===== src/rtl/axi_lite_to_mem_bridge_if.sv =====
// AXI-Lite channel bundle: 32-bit address, 32-bit data, 4-bit write strobe.
interface axi_lite_if;
    logic [31:0] awaddr;
    logic        awvalid;
    logic        awready;
    logic [31:0] wdata;
    logic [3:0]  wstrb;
    logic        wvalid;
    logic        wready;
    logic [1:0]  bresp;
    logic        bvalid;
    logic        bready;
    logic [31:0] araddr;
    logic        arvalid;
    logic        arready;
    logic [31:0] rdata;
    logic [1:0]  rresp;
    logic        rvalid;
    logic        rready;

    modport master (
        output awaddr, awvalid, wdata, wstrb, wvalid, bready, araddr, arvalid, rready,
        input  awready, wready, bresp, bvalid, arready, rdata, rresp, rvalid
    );

    modport slave (
        input  awaddr, awvalid, wdata, wstrb, wvalid, bready, araddr, arvalid, rready,
        output awready, wready, bresp, bvalid, arready, rdata, rresp, rvalid
    );
endinterface


===== src/rtl/axi_lite_to_mem_bridge.sv =====
// AXI-Lite slave to single-port memory-style device bridge with address window,
// configurable read latency and round-robin read/write arbitration.
module axi_lite_to_mem_bridge #(
    parameter int unsigned READ_LATENCY   = 1,
    parameter logic [31:0] BASE_ADDR      = 32'h0000_0000,
    parameter logic [31:0] SIZE_BYTES     = 32'h0000_1000,
    parameter int unsigned DEV_ADDR_WIDTH = 12
) (
    input  logic                      clk,
    input  logic                      rst,
    axi_lite_if.slave                 s_axi_lite,
    output logic                      device_req_o,
    output logic                      device_we_o,
    output logic [DEV_ADDR_WIDTH-1:0] device_addr_o,
    output logic [3:0]                device_be_o,
    output logic [31:0]               device_wdata_o,
    input  logic [31:0]               device_rdata_i
);

    typedef enum logic [2:0] {IDLE, WR_ISSUE, WR_RESP, RD_WAIT, RD_RESP} state_e;

    localparam logic [2:0] LAT = 3'(READ_LATENCY);

    state_e                    state_q;
    logic                      aw_held_q, w_held_q, wr_prio_q;
    logic [31:0]               awaddr_q, wdata_q;
    logic [3:0]                wstrb_q;
    logic [2:0]                cnt_q;
    logic                      req_q, we_q;
    logic [DEV_ADDR_WIDTH-1:0] addr_q;
    logic [3:0]                be_q;
    logic [31:0]               dwdata_q;
    logic                      bvalid_q, rvalid_q;
    logic [1:0]                bresp_q, rresp_q;
    logic [31:0]               rdata_q;

    logic aw_rdy, w_rdy, ar_rdy, tie;
    logic aw_hs, w_hs, ar_hs;
    logic ar_in_win, aw_in_win;

    // Unsigned wrap makes addresses below BASE_ADDR fail the window test too.
    assign ar_in_win = (s_axi_lite.araddr - BASE_ADDR) < SIZE_BYTES;
    assign aw_in_win = (awaddr_q - BASE_ADDR) < SIZE_BYTES;

    // Readies stay combinational so a tie can suppress the loser in the same cycle.
    always_comb begin
        aw_rdy = 1'b0;
        w_rdy  = 1'b0;
        ar_rdy = 1'b0;
        tie    = 1'b0;
        if (!rst && state_q == IDLE) begin
            tie = s_axi_lite.arvalid && (s_axi_lite.awvalid || s_axi_lite.wvalid)
                  && !aw_held_q && !w_held_q;
            if (tie) begin
                ar_rdy = !wr_prio_q;
                aw_rdy = wr_prio_q;
                w_rdy  = wr_prio_q;
            end else begin
                aw_rdy = !aw_held_q;
                w_rdy  = !w_held_q;
                ar_rdy = !(aw_held_q || w_held_q);
            end
        end
    end

    assign aw_hs = s_axi_lite.awvalid && aw_rdy;
    assign w_hs  = s_axi_lite.wvalid && w_rdy;
    assign ar_hs = s_axi_lite.arvalid && ar_rdy;

    always_ff @(posedge clk) begin
        if (rst) begin
            state_q   <= IDLE;
            aw_held_q <= 1'b0;
            w_held_q  <= 1'b0;
            wr_prio_q <= 1'b0;
            awaddr_q  <= '0;
            wdata_q   <= '0;
            wstrb_q   <= '0;
            cnt_q     <= '0;
            req_q     <= 1'b0;
            we_q      <= 1'b0;
            addr_q    <= '0;
            be_q      <= '0;
            dwdata_q  <= '0;
            bvalid_q  <= 1'b0;
            bresp_q   <= '0;
            rvalid_q  <= 1'b0;
            rresp_q   <= '0;
            rdata_q   <= '0;
        end else begin
            req_q    <= 1'b0;
            we_q     <= 1'b0;
            addr_q   <= '0;
            be_q     <= '0;
            dwdata_q <= '0;
            case (state_q)
                IDLE: begin
                    if (tie) wr_prio_q <= ~wr_prio_q;
                    if (aw_hs) begin
                        aw_held_q <= 1'b1;
                        awaddr_q  <= s_axi_lite.awaddr;
                    end
                    if (w_hs) begin
                        w_held_q <= 1'b1;
                        wdata_q  <= s_axi_lite.wdata;
                        wstrb_q  <= s_axi_lite.wstrb;
                    end
                    if (ar_hs) begin
                        if (ar_in_win) begin
                            req_q   <= 1'b1;
                            be_q    <= '1;
                            addr_q  <= DEV_ADDR_WIDTH'(s_axi_lite.araddr - BASE_ADDR);
                            cnt_q   <= '0;
                            state_q <= RD_WAIT;
                        end else begin
                            rdata_q  <= '0;
                            rresp_q  <= 2'b10;
                            rvalid_q <= 1'b1;
                            state_q  <= RD_RESP;
                        end
                    end else if (aw_held_q && w_held_q) begin
                        state_q <= WR_ISSUE;
                        if (aw_in_win) begin
                            req_q    <= 1'b1;
                            we_q     <= 1'b1;
                            addr_q   <= DEV_ADDR_WIDTH'(awaddr_q - BASE_ADDR);
                            be_q     <= wstrb_q;
                            dwdata_q <= wdata_q;
                        end
                    end
                end
                WR_ISSUE: begin
                    aw_held_q <= 1'b0;
                    w_held_q  <= 1'b0;
                    bvalid_q  <= 1'b1;
                    bresp_q   <= aw_in_win ? 2'b00 : 2'b10;
                    state_q   <= WR_RESP;
                end
                WR_RESP: begin
                    if (s_axi_lite.bready) begin
                        bvalid_q <= 1'b0;
                        bresp_q  <= 2'b00;
                        state_q  <= IDLE;
                    end
                end
                RD_WAIT: begin
                    if (cnt_q == LAT) begin
                        rdata_q  <= device_rdata_i;
                        rresp_q  <= 2'b00;
                        rvalid_q <= 1'b1;
                        state_q  <= RD_RESP;
                    end else begin
                        cnt_q <= cnt_q + 3'd1;
                    end
                end
                RD_RESP: begin
                    if (s_axi_lite.rready) begin
                        rvalid_q <= 1'b0;
                        state_q  <= IDLE;
                    end
                end
                default: state_q <= IDLE;
            endcase
        end
    end

    assign s_axi_lite.awready = aw_rdy;
    assign s_axi_lite.wready  = w_rdy;
    assign s_axi_lite.arready = ar_rdy;
    assign s_axi_lite.bvalid  = bvalid_q;
    assign s_axi_lite.bresp   = bresp_q;
    assign s_axi_lite.rvalid  = rvalid_q;
    assign s_axi_lite.rresp   = rresp_q;
    assign s_axi_lite.rdata   = rdata_q;

    assign device_req_o   = req_q;
    assign device_we_o    = we_q;
    assign device_addr_o  = addr_q;
    assign device_be_o    = be_q;
    assign device_wdata_o = dwdata_q;

endmodule


===== src/flat_wrapper.sv =====
// flat-port wrapper written by rule: the top's interface ports become plain ports
module axi_lite_to_mem_bridge_flat 
#(
    parameter int unsigned READ_LATENCY   = 1,
    parameter logic [31:0] BASE_ADDR      = 32'h0000_0000,
    parameter logic [31:0] SIZE_BYTES     = 32'h0000_1000,
    parameter int unsigned DEV_ADDR_WIDTH = 12
)
  (clk, rst, device_req_o, device_we_o, device_addr_o, device_be_o, device_wdata_o, device_rdata_i, s_axi_lite_awaddr, s_axi_lite_awvalid, s_axi_lite_wdata, s_axi_lite_wstrb, s_axi_lite_wvalid, s_axi_lite_bready, s_axi_lite_araddr, s_axi_lite_arvalid, s_axi_lite_rready, s_axi_lite_awready, s_axi_lite_wready, s_axi_lite_bresp, s_axi_lite_bvalid, s_axi_lite_arready, s_axi_lite_rdata, s_axi_lite_rresp, s_axi_lite_rvalid);
  axi_lite_if s_axi_lite_i ();
  input  logic clk;
  input  logic rst;
  output logic device_req_o;
  output logic device_we_o;
  output logic [DEV_ADDR_WIDTH-1:0] device_addr_o;
  output logic [3:0] device_be_o;
  output logic [31:0] device_wdata_o;
  input  logic [31:0] device_rdata_i;
  input wire logic [$bits(s_axi_lite_i.awaddr)-1:0] s_axi_lite_awaddr;
  input wire logic [$bits(s_axi_lite_i.awvalid)-1:0] s_axi_lite_awvalid;
  input wire logic [$bits(s_axi_lite_i.wdata)-1:0] s_axi_lite_wdata;
  input wire logic [$bits(s_axi_lite_i.wstrb)-1:0] s_axi_lite_wstrb;
  input wire logic [$bits(s_axi_lite_i.wvalid)-1:0] s_axi_lite_wvalid;
  input wire logic [$bits(s_axi_lite_i.bready)-1:0] s_axi_lite_bready;
  input wire logic [$bits(s_axi_lite_i.araddr)-1:0] s_axi_lite_araddr;
  input wire logic [$bits(s_axi_lite_i.arvalid)-1:0] s_axi_lite_arvalid;
  input wire logic [$bits(s_axi_lite_i.rready)-1:0] s_axi_lite_rready;
  output wire logic [$bits(s_axi_lite_i.awready)-1:0] s_axi_lite_awready;
  output wire logic [$bits(s_axi_lite_i.wready)-1:0] s_axi_lite_wready;
  output wire logic [$bits(s_axi_lite_i.bresp)-1:0] s_axi_lite_bresp;
  output wire logic [$bits(s_axi_lite_i.bvalid)-1:0] s_axi_lite_bvalid;
  output wire logic [$bits(s_axi_lite_i.arready)-1:0] s_axi_lite_arready;
  output wire logic [$bits(s_axi_lite_i.rdata)-1:0] s_axi_lite_rdata;
  output wire logic [$bits(s_axi_lite_i.rresp)-1:0] s_axi_lite_rresp;
  output wire logic [$bits(s_axi_lite_i.rvalid)-1:0] s_axi_lite_rvalid;
  assign s_axi_lite_i.awaddr = s_axi_lite_awaddr;
  assign s_axi_lite_i.awvalid = s_axi_lite_awvalid;
  assign s_axi_lite_i.wdata = s_axi_lite_wdata;
  assign s_axi_lite_i.wstrb = s_axi_lite_wstrb;
  assign s_axi_lite_i.wvalid = s_axi_lite_wvalid;
  assign s_axi_lite_i.bready = s_axi_lite_bready;
  assign s_axi_lite_i.araddr = s_axi_lite_araddr;
  assign s_axi_lite_i.arvalid = s_axi_lite_arvalid;
  assign s_axi_lite_i.rready = s_axi_lite_rready;
  assign s_axi_lite_awready = s_axi_lite_i.awready;
  assign s_axi_lite_wready = s_axi_lite_i.wready;
  assign s_axi_lite_bresp = s_axi_lite_i.bresp;
  assign s_axi_lite_bvalid = s_axi_lite_i.bvalid;
  assign s_axi_lite_arready = s_axi_lite_i.arready;
  assign s_axi_lite_rdata = s_axi_lite_i.rdata;
  assign s_axi_lite_rresp = s_axi_lite_i.rresp;
  assign s_axi_lite_rvalid = s_axi_lite_i.rvalid;
  axi_lite_to_mem_bridge #(.READ_LATENCY(READ_LATENCY), .BASE_ADDR(BASE_ADDR), .SIZE_BYTES(SIZE_BYTES), .DEV_ADDR_WIDTH(DEV_ADDR_WIDTH)) u_core (.clk(clk), .rst(rst), .s_axi_lite(s_axi_lite_i), .device_req_o(device_req_o), .device_we_o(device_we_o), .device_addr_o(device_addr_o), .device_be_o(device_be_o), .device_wdata_o(device_wdata_o), .device_rdata_i(device_rdata_i));
endmodule

===== config.mk =====
export PLATFORM = sky130hd
export DESIGN_NAME = axi_lite_to_mem_bridge_flat
export DESIGN_NICKNAME = d
export VERILOG_FILES = /design/src/rtl/axi_lite_to_mem_bridge_if.sv /design/src/rtl/axi_lite_to_mem_bridge.sv /design/src/flat_wrapper.sv
export SDC_FILE = /design/constraint.sdc
export NUM_CORES = 1
export LEC_CHECK = 0
export ABC_AREA = 0
export CAP_MARGIN = 15
export CORE_UTILIZATION = 25
export CTS_BUF_LIST = sky130_fd_sc_hd__clkbuf_8
export DETAILED_ROUTE_END_ITERATION = 16
export GPL_ROUTABILITY_DRIVEN = 0
export GPL_TIMING_DRIVEN = 0
export PLACE_DENSITY = 0.56
export SYNTH_ARGS = -nofsm -noshare
export SYNTH_HDL_FRONTEND = slang
export SYNTH_SLANG_ARGS = --single-unit

===== constraint.sdc =====
create_clock -name clk -period 4.55 [get_ports clk]
set_input_delay 1.365 -clock clk [delete_from_list [all_inputs] [get_ports clk]]
set_output_delay 1.365 -clock clk [all_outputs]
set_load 0.01 [all_outputs]

# [Yosys cells after proc, flatten, opt, wreduce, memory -nomap -nowiden]
# Cells that the tools add are included.
[op_classes] n_bitwise=4 add_sub_neg=1 eq_ne=15 div_mod_pow=0 order_cmp=2 reduce_logical=33 n_mux=52 n_mul=0 shift=0
[ops] op="$mux 32" count=3
[ops] op="$lt 32x13->1 const B" count=2
[ops] op="$pmux 32 s2" count=1
[ops] op="$mux 12" count=4
[ops] op="$mux 3" count=9
[ops] op="$mux 1" count=18
[ops] op="$mux 4" count=4
[ops] op="$pmux 3 s5" count=1
[ops] op="$reduce_and 2->1" count=6
[ops] op="$reduce_and 4->1" count=3
[ops] op="$mux 2" count=5
[ops] op="$ne 2x1->1 const B" count=5
[ops] op="$logic_and 1x1->1" count=8
[ops] op="$ne 2x2->1 const B" count=4
[ops] op="$pmux 2 s2" count=2
[ops] op="$eq 3x1->1 const B" count=2
[ops] op="$eq 3x2->1 const B" count=2
[ops] op="$pmux 1 s2" count=3
[ops] op="$pmux 3 s2" count=1
[ops] op="$reduce_bool 2->1" count=3
[ops] op="$logic_not 1->1" count=5
[ops] op="$reduce_and 5->1" count=1
[ops] op="$reduce_or 5->1" count=1
[ops] op="$not 1->1" count=4
[ops] op="other kinds (9)" count=10
[totals] n_memories=0 wordCells=125 latch_bits=0 output_inout_bits=91 reg_bits=165 romBits=0 ram_bits=0 in_bits=139

# [Longest topological paths before layout]
# Gate-level depths: netlist of the first run.
[logic_depth] word_depth=9 ltp_mapped=7 mapped_depth_nobuf=6

# [Least setup slack after synthesis of the first run]
# Ideal clock, no wire load.
[synth_path] path_type="input to output" from="input port rst" to="output port s_axi_lite_awready" t_arrival_ns=2.267 t_required_ns=3.185 path_stages=3 path_buffers=1 path_slack_ns=0.918 path_cell_list="buf_2 or4_4 nor3_1"
[synth_via] elab_chain_len=3
[synth_rtl] element="from (decl)" line="flat_wrapper.sv:12" source="input logic rst;"
[synth_rtl] element="$logic_not 1->1" line="axi_lite_to_mem_bridge.sv:51" source="if (!rst && state_q == IDLE) begin"
[synth_rtl] element="$logic_and 1x1->1" line="axi_lite_to_mem_bridge.sv:51"
[synth_rtl] element="$mux 1" line="axi_lite_to_mem_bridge.sv:51"
[synth_rtl] element="to (decl)" line="flat_wrapper.sv:28" source="output wire logic [$bits(s_axi_lite_i.awready)-1:0] s_axi_lite_awready;"
# No other way between the ends.

# [Final worst setup path of the first run]
[layout_path] from="input port s_axi_lite_wvalid" to="output port s_axi_lite_awready"
[layout_via] elab_chain_len=6
[layout_rtl] element="from (decl)" line="flat_wrapper.sv:23" source="input wire logic [$bits(s_axi_lite_i.wvalid)-1:0] s_axi_lite_wvalid;"
[layout_rtl] element="$logic_or 1x1->1" line="axi_lite_to_mem_bridge.sv:52" source="tie = s_axi_lite.arvalid && (s_axi_lite.awvalid || s_axi_lite.wvalid)"
[layout_rtl] element="$logic_and 1x1->1" line="axi_lite_to_mem_bridge.sv:52"
[layout_rtl] element="$logic_and 1x1->1 (2 in a row)" line="axi_lite_to_mem_bridge.sv:53" source="&& !aw_held_q && !w_held_q;"
[layout_rtl] element="$mux 1" line="axi_lite_to_mem_bridge.sv:54" source="if (tie) begin"
[layout_rtl] element="$mux 1" line="axi_lite_to_mem_bridge.sv:51"
# No other way between the ends.

==> results.py, run 1 <==
metrics = {
    "synth": {
        "synth_top_area_cell": "dfxtp_1",
        "synthFlopType": "dfxtp_1",
        "syn_inst": 654,
        "synth_cell_types": 50,
        "synth_top_area_share_pct": 55.6,
        "synth_area_leaders": "dfxtp_1, nand2_1, a21oi_1",
        "synthesis.area_um2": 5870,
        "synth_edf_count": 0,
        "yosys_warnings": 0,
        "ys_ff_latch": 163,
        "avgSynthCellArea_um2": 8.97,
        "async_reset_ff_share_pct": 0,
        "ys_seq_area_share_pct": 55.6,
    },
    "worst_setup_path": {
        "start_kind": "input port",
        "crit_required_ns": 3.18,
        "r2r_setup_slack_ns": 2.39,
        "path_class": "in -> out",
        "arrival_ns": 3.00,
        "worst_setup_path_end_kind": "output port",
        "path_max_fanout": 4,
    },
    "timing": {
        "hold_viol_final": 0,
        "fin_hold_ws_ns": 0.450,
        "rsz0062_at_grt": "no",
        "drv_slew": 0,
        "skew_ns": 0.0187,
        "fin_setup_tns_ns": 0,
        "relSlewSlack_pct": 49.5,
        "finalSetupViolCount": 0,
        "min_period_ns": 4.37,
        "fin_crit_sh_pct": 96.0,
        "max_freq_mhz": 229,
        "tightest_slew_ns": 0.750,
    },
    "finish": {
        "syn_to_final_growth_pct": 51.5,
        "final_cells": 1226,
        "num-nets-final": 1041,
        "drive_gt1_share_pct": 7.56,
        "postLayoutCoreUtil_pct": 38.9,
        "n_antenna_cell": 0,
    },
    "clock_tree": {
        "numClockSinks": 163,
        "cts_hold_repair.buffers": 0,
        "clk_latency_ns": 0.46,
        "clkTransAtPathRegs_ns": 0.08,
        "clk_path_buf_depth": 2,
        "cts_tree": "yes",
        "cts-htree-levels": 4,
        "cts_root_buf": "clkbuf_8",
        "numCtsBuffers": 17,
    },
    "power": {
        "powerDensity_nw_per_um2": 317,
        "power_w": 0.00281,
        "p_leak_nw": 3.14,
        "vdd.ir_drop.worst_v": 0.000132,
    },
    "placed_design": {
        "placed_cells_incl_taps": 1194,
        "portBuffers": 226,
        "dpl.hpwl_um": 12800,
    },
    "routing": {
        "vias": 5258,
        "drt_first_pass_iters": 4,
        "drc": 0,
        "ant_nets": 0,
        "wirelength_um": 17500,
        "drt_iter0_drc": 177,
        "avgRoutedWirePerCell_um": 14.3,
        "vias_per_cell": 4.29,
    },
    "floorplanning": {
        "initial_core_util_pct": 25.7,
        "num_io_pins": 230,
        "die_area_um2": 24100,
        "core_um2": 22800,
        "die_x_um": 155,
        "die_h_um": 155,
        "num_rows": 55,
    },
    "global_route": {
        "grt_pass1_vias": 5163,
        "antenna_found_initial": 0,
        "track_usage_pct": 14.9,
        "grt_first_pass_wirelength_um": 27700,
        "grt_max_degree": 17,
        "grt_overflow_total": 0,
    },
    "job": {
        "cap_violations": 0,
    },
    "outcome": {
        "status": "complete, no violations",
    },
    "worst_hold_path": {
        "hold_class": "reg -> reg",
    },
}
==> layout make-up <==
class / count / area, um2
clock buffers: 18 / 248
plain buffers: 49 / 250
inverters: 5 / 18.8
clock inverters: 14 / 118
repair buffers: 226 / 2260
flip-flops and latches: 163 / 3260
fillers: 2350 / 14000
well taps: 313 / 392
multi-input cells: 438 / 2340
==> registers in the layout, indices dropped and copies added, names as in the netlist <==
register	flops
u_core.cnt_q	3
u_core.s_axi_lite.bresp	1
u_core.wdata_q	32
u_core.s_axi_lite.rdata	32
u_core.s_axi_lite.rvalid	1
u_core.wstrb_q	4
u_core.w_held_q	1
u_core.device_be_o	4
u_core.s_axi_lite.bvalid	1
u_core.wr_prio_q	1
u_core.s_axi_lite.rresp	1
u_core.device_we_o	1
u_core.state_q	3
u_core.device_req_o	1
u_core.awaddr_q	32
u_core.aw_held_q	1
u_core.device_wdata_o	32
u_core.device_addr_o	12
==> routing by layer <==
| layer | track usage, % | vias to the layer above | part of all wire (%) |
|---|---|---|---|
| met4 | 4.62 | 0 | 1.0 |
| met1 | 19.2 | 2386 | 47 |
| met3 | 4.12 | 10 | 5.9 |
| met2 | 24.1 | 151 | 46 |
| li1 | - | 2711 | - |
| met5 | 0 | - | 0 |
==> cells in the mapped netlist (3+ instances only) <==
master and count:
o21ai_0 35, a22o_2 4, a21o_2 4, clkbuf_1 26, a22o_1 8, nand3_1 5, nor4_1 13, dfxtp_1 163
nand2b_1 3, nand2_1 175, nor2_1 9, buf_4 5, a21oi_1 75, inv_1 5, a22oi_1 31, buf_2 11
and2_1 33, nor3_1 6
==> metrics by stage <==
stage                     cell area, um2  setup WS (ns)
final                               8890          0.183
after global routing                8890         0.0628
after CTS                           8890         0.0740
after detailed placement            8520         0.0744
after global placement              8520         0.0989
after floorplan                     5870          0.918
==> worst paths after layout <==
check,from,endpoint,depth (start not counted)
worst max register to register,u_core.state_q[1],u_core.device_wdata_o[30],5
worst min-delay path,u_core.wdata_q[25],u_core.wdata_q[25],2
worst min register to register,u_core.wdata_q[25],u_core.wdata_q[25],2
worst max-delay path,s_axi_lite_wvalid,s_axi_lite_awready,5
==> worst max-delay path: stages <==
cell and delay [ns]:
clkdlybuf4s50_1 0.50, o21ai_1 0.22, nor4_1 0.08, nor3_1 0.21, clkdlybuf4s50_1 0.62
==> placed cells by master (no fill, tap or decap), types with 2 or more instances in the layout <==
cell type        count
clkbuf_8            18
o2111a_1             2
nor4_1              13
buf_1                2
clkbuf_1            26
a22oi_1             31
nor3_1               6
clkinv_4             2
o21ai_0             34
clkdlybuf4s50_1    226
nand2b_1             3
or3_1                2
a22o_1               8
buf_2               11
buf_6                2
nand2_1            175
buf_4                5
ha_1                 2
clkinv_2             2
clkbuf_2             2
and3_1               2
inv_6                6
a21o_2               4
nor4_4               2
clkinvlp_4           2
nand3_1              5
a21boi_0             2
xor2_1               2
a22o_2               4
a21oi_1             75
and2_1              33
nor2_1               9
o21a_1               2
inv_1                5
inv_8                2
dfxtp_1            163
conb_1               2
==> cell families after synthesis <==
group | after synthesis | share of synthesized area (%)
fa+ha+maj | 2 | 0.427
buf+inv | 54 | 4.59
simple gates | 259 | 20.5
flops | 163 | 55.6
xor+xnor | 3 | 0.448
compound gates | 172 | 18.3
other cells | 1 | 0.0639
==> power by group <==
group	internal [W]	switching (W)
sequential	0.00146	0.0000178
clock	0.000410	0.000603
combinational	0.000170	0.000151
total	0.00204	0.000771
==> what timing repair did <==
action,4_1_cts,5_1_grt
endpoints found under the setup margin,0,2
resized for setup,0,1
buffers inserted,0,0
No activity file was read; power rests on OpenSTA's default activity.
==> inputs of run 2 (changes only) <==
==> constraint.sdc (replaced) <==
create_clock -name clk -period 4.55 [get_ports clk]
set_input_delay 1.365 -clock clk [delete_from_list [all_inputs] [get_ports clk]]
set_output_delay 1.365 -clock clk [all_outputs]
set_load 0.1 [all_outputs]
==> run 2 against run 1 <==
  * First-iteration DRC count is 2.8% lower
  * Design area increased by 0.31%
  * Total power is 3.3% higher
  * Combinational power rose by 14%
  * Critical path type unchanged
==> results.py, run 2 (same netlist as run 1, synthesis figures left out) <==
metrics = {
    "timing": {
        "hold_viol_final": 0,
        "fin_crit_sh_pct": 97.8,
        "rsz0062_at_grt": "no",
        "drv_slew": 0,
        "finalSetupViolCount": 0,
        "max_freq_mhz": 225,
        "skew_ns": 0.0129,
        "tightest_slew_ns": 1.03,
        "fin_ws_ns": 0.101,
        "min_period_ns": 4.45,
        "relSlewSlack_pct": 30.8,
    },
    "floorplanning": {
        "die_area_um2": 24100,
        "initial_core_util_pct": 25.7,
        "num_io_pins": 230,
        "die_x_um": 155,
        "die_h_um": 155,
        "core_um2": 22800,
        "num_rows": 55,
    },
    "power": {
        "power_w": 0.00291,
        "pwr-share-comb_pct": 12.6,
        "p_leak_nw": 3.15,
        "p_clk_share_pct": 36.4,
        "p_int_w": 0.00210,
        "vdd.ir_drop.worst_v": 0.000182,
        "pwr-share-seq_pct": 50.9,
        "swShare_pct": 27.8,
        "powerDensity_nw_per_um2": 326,
        "p_sw_w": 0.000809,
    },
    "routing": {
        "wirelength_um": 17400,
        "topRoutingLayerUsed": "met4",
        "wl_met1_um": 8380,
        "drt_first_pass_iters": 4,
        "avgRoutedWirePerCell_um": 14.2,
        "drt_iter0_drc": 172,
        "wl_met2_um": 7700,
        "vias_per_cell": 4.30,
        "drc": 0,
        "vias": 5266,
        "met3_length_um": 1060,
        "ant_nets": 0,
    },
    "finish": {
        "syn_to_final_growth_pct": 52.0,
        "final_common_cell": "clkdlybuf4s50_1",
        "n_antenna_cell": 0,
        "num-nets-final": 1041,
        "postLayoutCellArea_um2": 8920,
        "layout_common_cells": "clkdlybuf4s50_1, nand2_1, dfxtp_1",
        "final_cells": 1226,
        "drive_gt1_share_pct": 8.00,
        "postLayoutCoreUtil_pct": 39.0,
    },
    "worst_hold_path": {
        "hold_path_startpoint": "u_core.wdata_q[10]",
        "hold_class": "reg -> reg",
        "min_to": "u_core.wdata_q[10]",
        "min_path_cells": 2,
    },
    "worst_setup_path": {
        "r2r_end": "u_core.s_axi_lite.rdata[4]",
        "path_cells": "clkdlybuf4s50_1, o21ai_0, nor4_1, nor3_1, clkdlybuf4s15_2",
        "worst_setup_path_end_kind": "output port",
        "critPathTopFamily": "buffers and inverters",
        "max_stage_delay_ns": 0.60,
        "path_max_fanout": 4,
        "arrival_ns": 3.08,
        "cp_slowest_cell": "clkdlybuf4s15_2",
        "r2r_setup_slack_ns": 2.32,
        "start_kind": "input port",
        "timing.critical_path.buf_inv": 2,
        "path_class": "in -> out",
        "r2r_cells": 6,
        "crit_required_ns": 3.18,
        "r2r_start": "u_core.state_q[1]",
    },
    "placed_design": {
        "portBuffers": 226,
        "placed_area_um2": 8530,
        "dp_slack_ns": -0.649,
        "placed_cells_incl_taps": 1194,
        "dpl.hpwl_um": 12800,
    },
    "clock_tree": {
        "cts_tree": "yes",
        "cts_root_buf": "clkbuf_8",
        "clk_path_buf_depth": 2,
        "clkTransAtPathRegs_ns": 0.09,
        "numClockSinks": 163,
        "cts_hold_repair.buffers": 0,
        "clk_latency_ns": 0.45,
        "cts-htree-levels": 4,
        "numCtsBuffers": 17,
    },
    "global_route": {
        "antenna_found_initial": 0,
        "grt_pass1_vias": 5237,
        "track_usage_pct": 14.8,
        "grt_overflow_total": 0,
        "grt_first_pass_wirelength_um": 27600,
        "grt_max_degree": 17,
    },
    "outcome": {
        "status": "complete, no violations",
    },
    "job": {
        "cap_violations": 0,
    },
}
-- run 2: area by class of cell --
type                            instances  area [um2]
Sequential cell                       163        3260
Clock inverter                         14         141
Inverter                                5        18.8
Multi-Input combinational cell        438        2340
Buffer                                 49         250
Clock buffer                           18         248
Tap cell                              313         392
Timing Repair Buffer                  226        2260
Fill cell                            2395       13900
-- run 2: power groups by stage --
stage               logic (W)  registers, W  clock network [W]
global route         0.000401       0.00149            0.00117
CTS                  0.000373       0.00148            0.00110
finish               0.000367       0.00148            0.00106
global placement     0.000373       0.00151                  0
floorplan            0.000174       0.00152                  0
detailed placement   0.000373       0.00151                  0
-- run 2: what timing repair did --
item,in CTS,in global routing
hold endpoints to repair,0,0
buffers inserted,0,0
endpoints found under the setup margin,3,1
gates resized for setup,13,1
-- run 2: through the flow --
stage,TNS [ns],hold slack (ns)
global route,0,0.471
finish,0,0.454
global placement,-1.50,0.432
detailed placement,-1.46,0.439
CTS,0,0.455
floorplan,-1.71,0.430
-- run 2: how the worst max path moves through the flow --
stage	from	end	slack, ns	cells past startpoint
detailed placement	s_axi_lite_wvalid	s_axi_lite_wready	-0.65	5
CTS	s_axi_lite_wvalid	s_axi_lite_wready	0.04	5
floorplan	rst	s_axi_lite_awready	-0.85	3
global route	s_axi_lite_wvalid	s_axi_lite_awready	0.01	5
finish	s_axi_lite_wvalid	s_axi_lite_awready	0.10	5
global placement	s_axi_lite_wvalid	s_axi_lite_wready	-0.67	5
-- run 2: per-layer routing --
metal | GRT usage, % | up-vias
li1 | - | 2713
met1 | 19.6 | 2381
met2 | 23.2 | 157
met3 | 4.46 | 15
met4 | 4.67 | 0
met5 | 0 | -
-- run 2: worst min-delay path, stage by stage, from the launching register on --
cell and delay, ns:
dfxtp_1 0.32, nand2_1 0.05, a21oi_1 0.05
==> inputs of run 3 (changes only) <==
--- a/config.mk
+++ b/config.mk
@@ -7,12 +7,13 @@
 export LEC_CHECK = 0
 export ABC_AREA = 0
 export CAP_MARGIN = 15
-export CORE_UTILIZATION = 25
+export CORE_UTILIZATION = 48
 export CTS_BUF_LIST = sky130_fd_sc_hd__clkbuf_8
 export DETAILED_ROUTE_END_ITERATION = 16
 export GPL_ROUTABILITY_DRIVEN = 0
 export GPL_TIMING_DRIVEN = 0
-export PLACE_DENSITY = 0.56
+export PLACE_DENSITY = 0.92
+export SKIP_CTS_REPAIR_TIMING = 1
 export SYNTH_ARGS = -nofsm -noshare
 export SYNTH_HDL_FRONTEND = slang
 export SYNTH_SLANG_ARGS = --single-unit
==> run 3 against run 2 <==
  * Non-clock buffer count unchanged
  * Hold slack worse by 0.0025 ns
  * Register-to-register slack improved by 0.04 ns
  * Cell count down 14%
  * Combinational power shrank 1%
  * Total power grew 0.60%
  * Flip-flop and latch count unchanged
  * Global-route usage up 11 points
  * Design area fell by 2.2%
  * First-iteration DRC count rose by 130%
  * Die area shrank 47%
  * Setup slack worse by 0.015 ns
==> results.py, run 3 (same netlist as run 1, synthesis figures left out) <==
metrics = {
    "outcome": {
        "status": "complete, no violations",
    },
    "floorplanning": {
        "die_area_um2": 12700,
        "die_x_um": 113,
        "num_rows": 40,
        "die_h_um": 113,
        "initial_core_util_pct": 49.0,
        "core_um2": 12000,
        "num_io_pins": 230,
    },
    "timing": {
        "fin_hold_ws_ns": 0.451,
        "fin_crit_sh_pct": 98.1,
        "tightest_slew_ns": 1.04,
        "drv_slew": 0,
        "fin_setup_tns_ns": 0,
        "relSlewSlack_pct": 30.4,
        "rsz0062_at_grt": "no",
        "finalSetupViolCount": 0,
        "hold_viol_final": 0,
        "max_freq_mhz": 224,
        "min_period_ns": 4.46,
        "skew_ns": 0.0131,
    },
    "worst_setup_path": {
        "path_class": "in -> out",
        "cp-startpoint": "s_axi_lite_wvalid",
        "arrival_ns": 3.10,
        "path_cells": "clkdlybuf4s50_1, o21a_1, a21oi_2, dlymetal6s2s_1",
        "r2r_start": "u_core.cnt_q[0]",
        "start_kind": "input port",
        "r2r_setup_slack_ns": 2.36,
        "cp.depth": 4,
        "critPathTopFamily": "buffers and inverters",
        "crit_required_ns": 3.18,
        "r2r_cells": 6,
        "path_max_fanout": 4,
        "timing.critical_path.buf_inv": 2,
        "r2r_end": "u_core.s_axi_lite.rdata[2]",
        "cp_slowest_cell": "dlymetal6s2s_1",
        "setup.worst_path.end": "s_axi_lite_arready",
        "max_stage_delay_ns": 0.80,
        "worst_setup_path_end_kind": "output port",
    },
    "routing": {
        "drt_first_pass_iters": 5,
        "ant_nets": 0,
        "drt_iter0_drc": 387,
        "vias": 5493,
        "avgRoutedWirePerCell_um": 15.0,
        "vias_per_cell": 5.18,
        "wirelength_um": 15900,
        "drc": 0,
    },
    "finish": {
        "num-nets-final": 1041,
        "layout_common_cells": "clkdlybuf4s50_1, nand2_1, dfxtp_1",
        "drive_gt1_share_pct": 7.89,
        "final_cells": 1060,
        "n_antenna_cell": 0,
        "multiInputGateArea_um2": 2340,
        "seqCellArea_um2": 3260,
        "nFillCells": 869,
        "syn_to_final_growth_pct": 48.7,
        "final_common_cell": "clkdlybuf4s50_1",
    },
    "global_route": {
        "grt_pass1_vias": 5239,
        "grt_first_pass_wirelength_um": 25400,
        "grt_max_degree": 17,
        "track_usage_pct": 25.7,
        "grt_overflow_total": 0,
        "antenna_found_initial": 0,
    },
    "clock_tree": {
        "cts_root_buf": "clkbuf_8",
        "cts_tree": "yes",
        "numCtsBuffers": 17,
        "clkTransAtPathRegs_ns": 0.08,
        "clk_path_buf_depth": 2,
        "cts-htree-levels": 4,
        "numClockSinks": 163,
        "clk_latency_ns": 0.45,
    },
    "power": {
        "power_w": 0.00292,
        "p_leak_nw": 3.17,
        "vdd.ir_drop.worst_v": 0.000181,
        "powerDensity_nw_per_um2": 335,
    },
    "placed_design": {
        "portBuffers": 226,
        "placed_cells_incl_taps": 1028,
        "dpl.hpwl_um": 11500,
    },
    "worst_hold_path": {
        "hold_class": "reg -> reg",
    },
    "job": {
        "cap_violations": 0,
    },
}
==> run 3: layout make-up <==
type	count	share of cell area, %
Buffer	49	2.87
Clock buffer	19	3.00
Clock inverter	13	1.69
Inverter	5	0.215
Multi-Input combinational cell	438	26.8
Sequential cell	163	37.4
Tap cell	147	2.11
Timing Repair Buffer	226	25.9
==> run 3: metal layers <==
| layer | part of all wire [%] | vias to the layer above | wire length (um) | global-route usage, % |
|---|---|---|---|---|
| li1 | - | 2719 | - | - |
| met1 | 41 | 2556 | 6510 | 28.8 |
| met2 | 52 | 185 | 8210 | 46.4 |
| met3 | 5.2 | 33 | 827 | 5.35 |
| met4 | 2.4 | 0 | 382 | 12.5 |
| met5 | 0 | - | 0 | 0.392 |
==> run 3: worst min-delay path by stage <==
stage	from	endpoint	cells after the start
2_1_floorplan	u_core.wdata_q[0]	u_core.device_wdata_o[0]	1
3_3_place_gp	u_core.wdata_q[3]	u_core.device_wdata_o[3]	1
3_5_place_dp	u_core.wdata_q[9]	u_core.device_wdata_o[9]	1
4_1_cts	u_core.wdata_q[27]	u_core.wdata_q[27]	2
5_1_grt	u_core.wdata_q[14]	u_core.device_wdata_o[14]	1
6_report	u_core.wdata_q[13]	u_core.wdata_q[13]	2
==> run 3: per-stage QoR <==
stage / cell area, um2 / util, % / setup WS (ns)
floorplan: 5870 / - / -0.854
detailed placement: 8320 / 69.6 / -0.445
CTS: 8730 / 73.0 / -0.454
global placement: 8320 / 69.6 / -0.444
global route: 8720 / 72.9 / 0.0756
finish: 8720 / 72.9 / 0.0854
==> run 3: report_power, final <==
part	internal, W	leakage, nW	switching [W]
clock network	0.000527	0.202	0.000553
registers	0.00146	1.32	0.0000190
logic	0.000168	1.65	0.000195
==> run 3: worst register-to-register path, delay by kind of cell (launching register included) <==
kind / cells / cell delay, ns
flops: 1 / 0.39
fa+ha+maj: 1 / 0.19
simple gates: 2 / 0.80
buf+inv: 1 / 0.46
compound gates: 2 / 0.27
